===== src/rtl/rv_isa_pkg.sv =====
// rtl/rv_isa_pkg.sv - RV32I opcode/funct3 constants, encoder state type, immediate range helper
package rv_isa_pkg;

  localparam logic [6:0] OPC_R      = 7'h33;
  localparam logic [6:0] OPC_I      = 7'h13;
  localparam logic [6:0] OPC_I_LOAD = 7'h03;
  localparam logic [6:0] OPC_JALR   = 7'h67;
  localparam logic [6:0] OPC_S      = 7'h23;
  localparam logic [6:0] OPC_B      = 7'h63;
  localparam logic [6:0] OPC_LUI    = 7'h37;
  localparam logic [6:0] OPC_AUIPC  = 7'h17;
  localparam logic [6:0] OPC_JAL    = 7'h6F;

  localparam logic [2:0] F3_SLL = 3'b001;
  localparam logic [2:0] F3_SRX = 3'b101;

  typedef enum logic {
    EMPTY = 1'b0,
    FULL  = 1'b1
  } enc_state_e;

  // True when v is representable as an nbits-wide two's complement value.
  function automatic logic fits_signed(input logic [31:0] v, input int unsigned nbits);
    logic [31:0] s;
    s = 32'($signed(v) >>> (nbits - 1));
    return (s == '0) || (s == '1);
  endfunction

endpackage


===== src/rtl/instr_pack.sv =====
// rtl/instr_pack.sv - combinational RV32I field packer with immediate scattering
// IMM_RANGE_CHECK_EN: when defined, out-of-range or misaligned immediates are flagged illegal.
module instr_pack
  import rv_isa_pkg::*;
(
  input  logic [6:0]  opcode_i,
  input  logic [4:0]  rd_i,
  input  logic [4:0]  rs1_i,
  input  logic [4:0]  rs2_i,
  input  logic [2:0]  funct3_i,
  input  logic [6:0]  funct7_i,
  input  logic [31:0] imm_i,
  output logic [31:0] word_o,
  output logic        illegal_o
);

  logic ok_i;
  logic ok_sh;
  logic ok_b;
  logic ok_j;
  logic ok_u;
  logic is_shift;
  logic [6:0] shift_f7;

`ifdef IMM_RANGE_CHECK_EN
  assign ok_i  = fits_signed(imm_i, 12);
  assign ok_sh = (imm_i[31:5] == '0);
  assign ok_b  = fits_signed(imm_i, 13) && !imm_i[0];
  assign ok_j  = fits_signed(imm_i, 21) && !imm_i[0];
  assign ok_u  = (imm_i[11:0] == '0);
`else
  assign ok_i  = 1'b1;
  assign ok_sh = 1'b1;
  assign ok_b  = 1'b1;
  assign ok_j  = 1'b1;
  assign ok_u  = 1'b1;
`endif

  assign is_shift = (funct3_i == F3_SLL) || (funct3_i == F3_SRX);
  // Only SRAI carries a non-zero funct7; everything else in the shift family is 0x00.
  assign shift_f7 = {1'b0, (funct3_i == F3_SRX) && funct7_i[5], 5'b0};

  always_comb begin
    word_o    = '0;
    illegal_o = 1'b0;
    case (opcode_i)
      OPC_R: begin
        word_o = {funct7_i, rs2_i, rs1_i, funct3_i, rd_i, opcode_i};
      end
      OPC_I: begin
        if (is_shift) begin
          word_o    = {shift_f7, imm_i[4:0], rs1_i, funct3_i, rd_i, opcode_i};
          illegal_o = !ok_sh;
        end else begin
          word_o    = {imm_i[11:0], rs1_i, funct3_i, rd_i, opcode_i};
          illegal_o = !ok_i;
        end
      end
      OPC_I_LOAD, OPC_JALR: begin
        word_o    = {imm_i[11:0], rs1_i, funct3_i, rd_i, opcode_i};
        illegal_o = !ok_i;
      end
      OPC_S: begin
        word_o    = {imm_i[11:5], rs2_i, rs1_i, funct3_i, imm_i[4:0], opcode_i};
        illegal_o = !ok_i;
      end
      OPC_B: begin
        word_o    = {imm_i[12], imm_i[10:5], rs2_i, rs1_i, funct3_i,
                     imm_i[4:1], imm_i[11], opcode_i};
        illegal_o = !ok_b;
      end
      OPC_LUI, OPC_AUIPC: begin
        word_o    = {imm_i[31:12], rd_i, opcode_i};
        illegal_o = !ok_u;
      end
      OPC_JAL: begin
        word_o    = {imm_i[20], imm_i[10:1], imm_i[11], imm_i[19:12], rd_i, opcode_i};
        illegal_o = !ok_j;
      end
      default: begin
        illegal_o = 1'b1;
      end
    endcase
  end

endmodule


===== src/rtl/instr_encoder.sv =====
// rtl/instr_encoder.sv - streams packed RV32I words into IMEM with auto-incrementing address
// IMM_RANGE_CHECK_EN: forwarded to instr_pack; enables immediate range/alignment rejection.
module instr_encoder
  import rv_isa_pkg::*;
#(
  parameter int unsigned           ADDR_W     = 32,
  parameter logic [ADDR_W-1:0]     START_ADDR = '0
) (
  input  logic              i_clk,
  input  logic              i_rst_n,
  input  logic              i_req_valid,
  output logic              o_req_ready,
  input  logic [6:0]        i_opcode,
  input  logic [4:0]        i_rd,
  input  logic [4:0]        i_rs1,
  input  logic [4:0]        i_rs2,
  input  logic [2:0]        i_funct3,
  input  logic [6:0]        i_funct7,
  input  logic [31:0]       i_imm,
  input  logic              i_addr_load,
  input  logic [ADDR_W-1:0] i_addr_val,
  output logic              o_wr_valid,
  input  logic              i_wr_ready,
  output logic [ADDR_W-1:0] o_wr_addr,
  output logic [31:0]       o_wr_data,
  output logic              o_err,
  input  logic              i_err_clr,
  output logic [15:0]       o_word_cnt
);

  enc_state_e        state_q, state_d;
  logic [31:0]       data_q, data_d;
  logic [ADDR_W-1:0] ptr_q, ptr_d;
  logic              err_q, err_d;
  logic [15:0]       cnt_q, cnt_d;

  logic [31:0] packed_word;
  logic        illegal;
  logic        req_acc;
  logic        legal_acc;
  logic        wr_hs;

  instr_pack u_pack (
    .opcode_i  (i_opcode),
    .rd_i      (i_rd),
    .rs1_i     (i_rs1),
    .rs2_i     (i_rs2),
    .funct3_i  (i_funct3),
    .funct7_i  (i_funct7),
    .imm_i     (i_imm),
    .word_o    (packed_word),
    .illegal_o (illegal)
  );

  // In FULL the slot frees exactly when IMEM takes the word, enabling 1 word/clk.
  assign o_req_ready = (state_q == EMPTY) ? 1'b1 : i_wr_ready;
  assign req_acc     = i_req_valid && o_req_ready;
  assign legal_acc   = req_acc && !illegal;
  assign wr_hs       = (state_q == FULL) && i_wr_ready;

  always_comb begin
    state_d = state_q;
    data_d  = data_q;
    case (state_q)
      EMPTY: begin
        if (legal_acc) begin
          state_d = FULL;
          data_d  = packed_word;
        end
      end
      FULL: begin
        if (wr_hs) begin
          state_d = legal_acc ? FULL : EMPTY;
          if (legal_acc) begin
            data_d = packed_word;
          end
        end
      end
      default: state_d = EMPTY;
    endcase
  end

  always_comb begin
    ptr_d = ptr_q;
    cnt_d = cnt_q;
    err_d = err_q;
    if (wr_hs) begin
      ptr_d = ptr_q + ADDR_W'(3'd4);
      if (cnt_q != 16'hFFFF) begin
        cnt_d = cnt_q + 16'd1;
      end
    end else if (i_addr_load) begin
      ptr_d = i_addr_val & ~ADDR_W'(2'b11);
    end
    if (req_acc && illegal) begin
      err_d = 1'b1;
    end else if (i_err_clr) begin
      err_d = 1'b0;
    end
  end

  always_ff @(posedge i_clk or negedge i_rst_n) begin
    if (!i_rst_n) begin
      state_q <= EMPTY;
      data_q  <= '0;
      ptr_q   <= START_ADDR;
      err_q   <= 1'b0;
      cnt_q   <= '0;
    end else begin
      state_q <= state_d;
      data_q  <= data_d;
      ptr_q   <= ptr_d;
      err_q   <= err_d;
      cnt_q   <= cnt_d;
    end
  end

  assign o_wr_valid = (state_q == FULL);
  assign o_wr_addr  = ptr_q;
  assign o_wr_data  = data_q;
  assign o_err      = err_q;
  assign o_word_cnt = cnt_q;

endmodule


===== config.mk =====
export PLATFORM = sky130hd
export DESIGN_NAME = instr_encoder
export DESIGN_NICKNAME = d
export VERILOG_FILES = /design/src/rtl/rv_isa_pkg.sv /design/src/rtl/instr_pack.sv /design/src/rtl/instr_encoder.sv
export SDC_FILE = /design/constraint.sdc
export NUM_CORES = 1
export LEC_CHECK = 0
export BUFFER_PORTS_ARGS = -buffer_cell sky130_fd_sc_hd__clkbuf_2
export CAP_MARGIN = 30
export CORE_ASPECT_RATIO = 0.5
export CORE_MARGIN = 10
export CORE_UTILIZATION = 49
export DETAILED_ROUTE_END_ITERATION = 6
export PLACE_DENSITY_LB_ADDON = 0.15
export SETUP_SLACK_MARGIN = 0.5
export SLEW_MARGIN = 0
export SYNTH_ARGS = -nofsm -noshare
export SYNTH_HDL_FRONTEND = slang
export SYNTH_SLANG_ARGS = --single-unit

===== constraint.sdc =====
create_clock -name i_clk -period 2.2 [get_ports i_clk]
set_input_delay 0.33 -clock i_clk [delete_from_list [all_inputs] [get_ports i_clk]]
set_output_delay 0.33 -clock i_clk [all_outputs]
set_load 0.05 [all_outputs]

== Yosys cells after proc, flatten, opt, wreduce, memory -nomap -nowiden ==
Cells that the tools add are included.
Storage, ports and cells
  flip-flop bits (word level): 82
  input port bits: 102
  output and inout port bits: 83
  word-level logic and storage cells: 47
Cells by class
  add/sub/neg operators: 2
  equal/unequal tests: 13
  multiplexer cells: 14
  bitwise logic cells: 1
  reductions and logical operators: 12
Operators with widths (number)
  $pmux 32 s7: 1
  $mux 32: 5
  $pmux 32 s2: 1
  $add 32x3->32 const B: 1
  $eq 7x6->1 const B: 3
  $eq 7x7->1 const B: 3
  $add 16x1->16 const B: 1
  $ne 16x16->1 const B: 1
  $eq 7x5->1 const B: 2
  $reduce_or 9->1: 1
  $eq 7x2->1 const B: 1
  $mux 1: 6
  $logic_and 1x1->1: 5
  $reduce_bool 2->1: 2
  $reduce_or 2->1: 2
  $eq 3x1->1 const B: 1
  $eq 3x3->1 const B: 1
  $ne 2x1->1 const B: 1
  $pmux 1 s2: 1
  $reduce_and 2->1: 1
  $logic_or 1x1->1: 1
  $not 1->1: 1

== Longest topological paths before layout ==
  depth after elaboration: 7
  mapped depth: 7
  mapped depth without buffers: 6

== Modules after synthesis ==
Synthesis repeated with hierarchy kept, for this count alone.
Unflattened totals
  cells, all modules: 443
  area total of the unflattened synthesis: 4499.3 um2
By module, submodules not included
  instr_encoder: times used 1, cells each 343, area an instance 3797.4 um2, seq. area each 2001.9 um2
  instr_pack: times used 1, cells each 100, area an instance 701.9 um2, seq. area each 0.0 um2

== Least setup slack after synthesis ==
Ideal clock, no wire load.
  path kind: register -> register
  from: reg ptr_q[2], in the netlist o_wr_addr[2]
  to: reg ptr_q[22], in the netlist o_wr_addr[22]
  library setup time: 0.086 ns
  arrival: 2.135 ns
  data required time: 2.114 ns
  path slack: -0.021 ns
  cell stages (with the launch flop): 8
  path buffers: 1
  clock period less this slack: 2.221 ns
  path through: dfrtp_1 > ha_1 > nand3_4 > or2_1 > clkbuf_1 > nor4_1 > a311oi_1 > nor3_1
Between the ends
  longest elaborated chain between the ends: 2
RTL lines
  start, declared: RTL line instr_encoder.sv:33  | logic [ADDR_W-1:0] ptr_q, ptr_d;
  start signal, assigned: RTL line instr_encoder.sv:112  | ptr_q <= ptr_d;
  $add 32x3->32: RTL line instr_encoder.sv:88  | ptr_d = ptr_q + ADDR_W'(3'd4);
  $mux 32: RTL line instr_encoder.sv:87  | if (wr_hs) begin
Every way passes these cells.
A chain may end at the register's enable or synchronous reset.

== Worst setup path in the final report ==
  from: reg ptr_q[18], in the netlist o_wr_addr[18]
  to: reg ptr_q[27], in the netlist o_wr_addr[27]
Same word-level chain as after synthesis.

==> flow_summary.json <==
{
  "required_ns": 2.46,
  "post-place-ws_ns": 0.280,
  "cts_buffers": 9,
  "dieArea_um2": 13600,
  "fmax_mhz": 585,
  "yosysSeqAreaShare": 0.448,
  "vias_per_cell": 5.65,
  "grt_antenna_before_repair": 0,
  "finalHoldViolCount": 0,
  "skew_ns": 0.0100,
  "fin_crit_sh": 0.777,
  "p_sw_frac": 0.345,
  "cts.clk_slew.worst_paths_ns": 0.07,
  "grt_pass1_vias": 4526,
  "ys_types": 70,
  "port-buffer-count": 180,
  "setup_ws_ns": 0.491,
  "pwr-share-comb": 0.259,
  "ys_top_cells_by_area": "dfrtp_1, nand2_1, o21ai_0",
  "dr.pass1.iters": 5,
  "nFillCells": 690,
  "diodes": 0,
  "worst_slew_pin_slew_ns": 0.713,
  "crit_chain": "and4_4 -> nand3_4 -> nor4_4 -> buf_4 -> buf_4 -> buf_4 -> a211oi_1 -> nor3_1",
  "fp.dieW_um": 155,
  "coreArea_um2": 8800,
  "core.rowCount": 24,
  "cts_max_level": 3,
  "dp_hpwl_mm": 10.7,
  "yosysWarnings": 0,
  "drive_gt1_frac": 0.469,
  "clkLatencyLatePin_ns": 0.34,
  "start_util": 0.508,
  "pwr-share-clk": 0.358,
  "stdcell_area_um2": 6350,
  "grt_max_degree": 81,
  "dp.cells": 762,
  "crit_path_end_kind": "register",
  "layout.cells.non_filler": 823,
  "drv_cap": 0,
  "grt_pass1_wl_mm": 23.0,
  "cp_max_fo": 5,
  "placed_cell_area_um2": 5570,
  "drt_iter0_drc": 272,
  "finalCriticalPeriod_ns": 1.71,
  "yosys.area.top_type_share": 0.448,
  "status": "finished clean",
  "nets": 805,
  "cts_max_path_buffers": 2,
  "antenna_left": 0,
  "wirelength_mm": 14.7,
  "power.density_nw_per_um2": 715,
  "multi_input_comb_area_um2": 2470,
  "internal_power_w": 0.00297,
  "rsz0062_at_grt": "true",
  "slew_viol_final": 0,
  "synth_top_area_cell": "dfrtp_1",
  "relSlewSlack": 0.520,
  "syn_avg_cell_area_um2": 9.31,
  "post_drt_wl_per_cell_um": 17.9,
  "crit_slowest_cell": "dfrtp_2",
  "cp_common_cell": "buf_4",
  "synthArstFlopShare": 1.00,
  "cts_tree": "yes",
  "seq_area_um2": 2040,
  "hp-class": "input pin to async pin",
  "grt_overflow": 0,
  "p_sw_w": 0.00157,
  "cts-root-buf": "clkbuf_16",
  "syn_area_um2": 4470,
  "cp-start-kind": "register",
  "ys_seq_elements": 80,
  "arrival_ns": 1.97,
  "dr_total_vias": 4648,
  "area_growth_pct": 42.0,
  "ys.flop_type": "dfrtp_1",
  "die_h_um": 87.5,
  "leakage_nw": 3.02,
  "setup-tns-final_ns": 0,
  "syn_inst": 480,
  "clock-sinks": 80,
  "worst-setup-path-type": "register to register",
  "grt_use_total": 0.206,
  "route.detailed.drc": 0,
  "setup_viol": 0,
  "seq_power_share": 0.383,
  "synth_edf_count": 0,
  "slowest_delay_ns": 0.41,
  "ir_drop_v": 0.000468,
  "io_pins": 185,
  "globalplace.congestion": 0.830
}
cells by family (layout without fill, tap and decap cells):
family | count (synthesis) | in the layout | share of synthesized area
multiplexers | 4 | 4 | 0.00952
AO/OA/AOI/OAI | 131 | 131 | 0.205
AND/OR/NAND/NOR | 218 | 218 | 0.267
XOR/XNOR | 14 | 14 | 0.0274
flip-flops | 80 | 80 | 0.448
adder cells (fa/ha/maj) | 2 | 2 | 0.00560
buffers and inverters | 30 | 255 | 0.0367
other | 1 | 2 | 0.000839
worst paths after layout:
| path | from | end | slack, ns | depth (start not counted) |
|---|---|---|---|---|
| max | o_wr_addr[18] | o_wr_addr[27] | 0.49 | 8 |
| min | i_rst_n | o_wr_addr[12] | 0.02 | 2 |
| max reg2reg | o_wr_addr[18] | o_wr_addr[27] | 0.49 | 8 |
| min reg2reg | o_wr_data[1] | o_wr_data[1] | 0.47 | 1 |
| max in group asynchronous | i_rst_n | o_word_cnt[4] | 1.81 | 2 |
| min in group i_clk | i_addr_val[11] | o_wr_addr[11] | 0.20 | 2 |
layout make-up:
cell class	count	area share
repair buffers	234	0.213
clock inverters	6	0.0146
flip-flops and latches	80	0.322
multi-input cells	371	0.389
well taps	117	0.0231
clock buffers	10	0.0361
inverters	5	0.00296
Yosys cell counts, types with 3 or more instances:
| master | count |
|---|---|
| a211oi_1 | 10 |
| and4_1 | 7 |
| a22oi_1 | 21 |
| buf_6 | 4 |
| clkbuf_1 | 10 |
| nor3_1 | 15 |
| xnor2_1 | 3 |
| o221a_2 | 3 |
| a21oi_1 | 14 |
| buf_2 | 5 |
| dfrtp_1 | 80 |
| and2_1 | 3 |
| buf_4 | 4 |
| xor2_1 | 11 |
| nor2b_1 | 7 |
| o311ai_1 | 3 |
| nor4_1 | 7 |
| nand2b_1 | 6 |
| o211ai_1 | 8 |
| o21ai_0 | 38 |
| inv_1 | 5 |
| nand3_1 | 20 |
| a311oi_1 | 3 |
| or3_1 | 4 |
| a222oi_1 | 4 |
| nor2_1 | 33 |
| o21ai_1 | 6 |
| and3_1 | 10 |
| nand4_1 | 7 |
| nand2_1 | 74 |
what timing repair did:
action | in CTS | in global routing
setup endpoints to repair | 25 | 31
buffers inserted | 14 | 31
hold buffers | 0 | 0
gates resized for setup | 8 | 16
pin swaps | 2 | 10
through the flow:
stage,util,total power (W),hold slack (ns)
final,0.722,0.00454,0.0215
after global routing,0.722,0.00473,0.0588
after CTS,0.686,0.00448,0.0421
after detailed placement,0.633,0.00283,0.402
after global placement,0.633,0.00280,0.396
after floorplan,-,0.00246,0.0344
power by group through the flow:
stage	logic (W)	clock network [W]	registers, W
floorplan	0.000283	0	0.00217
global placement	0.00104	0	0.00177
detailed placement	0.00106	0	0.00177
CTS	0.00110	0.00165	0.00174
global route	0.00126	0.00172	0.00176
finish	0.00118	0.00163	0.00174
sequential cells by signal, summed over array words and instances (netlist names):
| name | cells |
|---|---|
| o_wr_data | 32 |
| o_wr_addr | 30 |
| o_word_cnt | 16 |
| o_err | 1 |
| o_wr_valid | 1 |
worst max-delay path: cells and delay by family (launching register included):
| kind | cells | cell delay, ns |
|---|---|---|
| AOI/OAI and AO/OA | 1 | 0.05 |
| buffers and inverters | 3 | 0.38 |
| DFF | 1 | 0.41 |
| and+or+nand+nor | 4 | 0.79 |
routing by layer:
layer	routed length [um]	global-route usage	share of wire	vias to the layer above
met5	0	0	0	-
met3	1390	0.0866	0.094	18
met2	7110	0.337	0.48	182
li1	-	-	-	2239
met4	171	0.0529	0.012	0
met1	6020	0.249	0.41	2209
placed cells by master, fill, tap and decap left out, types with 4 or more instances in the layout:
| master | n |
|---|---|
| nand2_1 | 73 |
| nand4_1 | 7 |
| dfrtp_2 | 34 |
| and4_4 | 4 |
| and3_1 | 10 |
| a222oi_1 | 4 |
| dfrtp_1 | 46 |
| nor4_1 | 4 |
| clkbuf_2 | 179 |
| o211ai_1 | 8 |
| o21ai_0 | 38 |
| nor2_1 | 33 |
| a211oi_1 | 8 |
| nor2b_1 | 7 |
| a21oi_1 | 14 |
| xor2_1 | 11 |
| buf_4 | 51 |
| nand3_4 | 4 |
| a22oi_1 | 21 |
| nor3_1 | 12 |
| inv_1 | 4 |
| nand3_1 | 19 |
| nand2b_1 | 5 |
| clkbuf_16 | 9 |
| o21ai_1 | 6 |
Power figures use the tool's default switching activity.
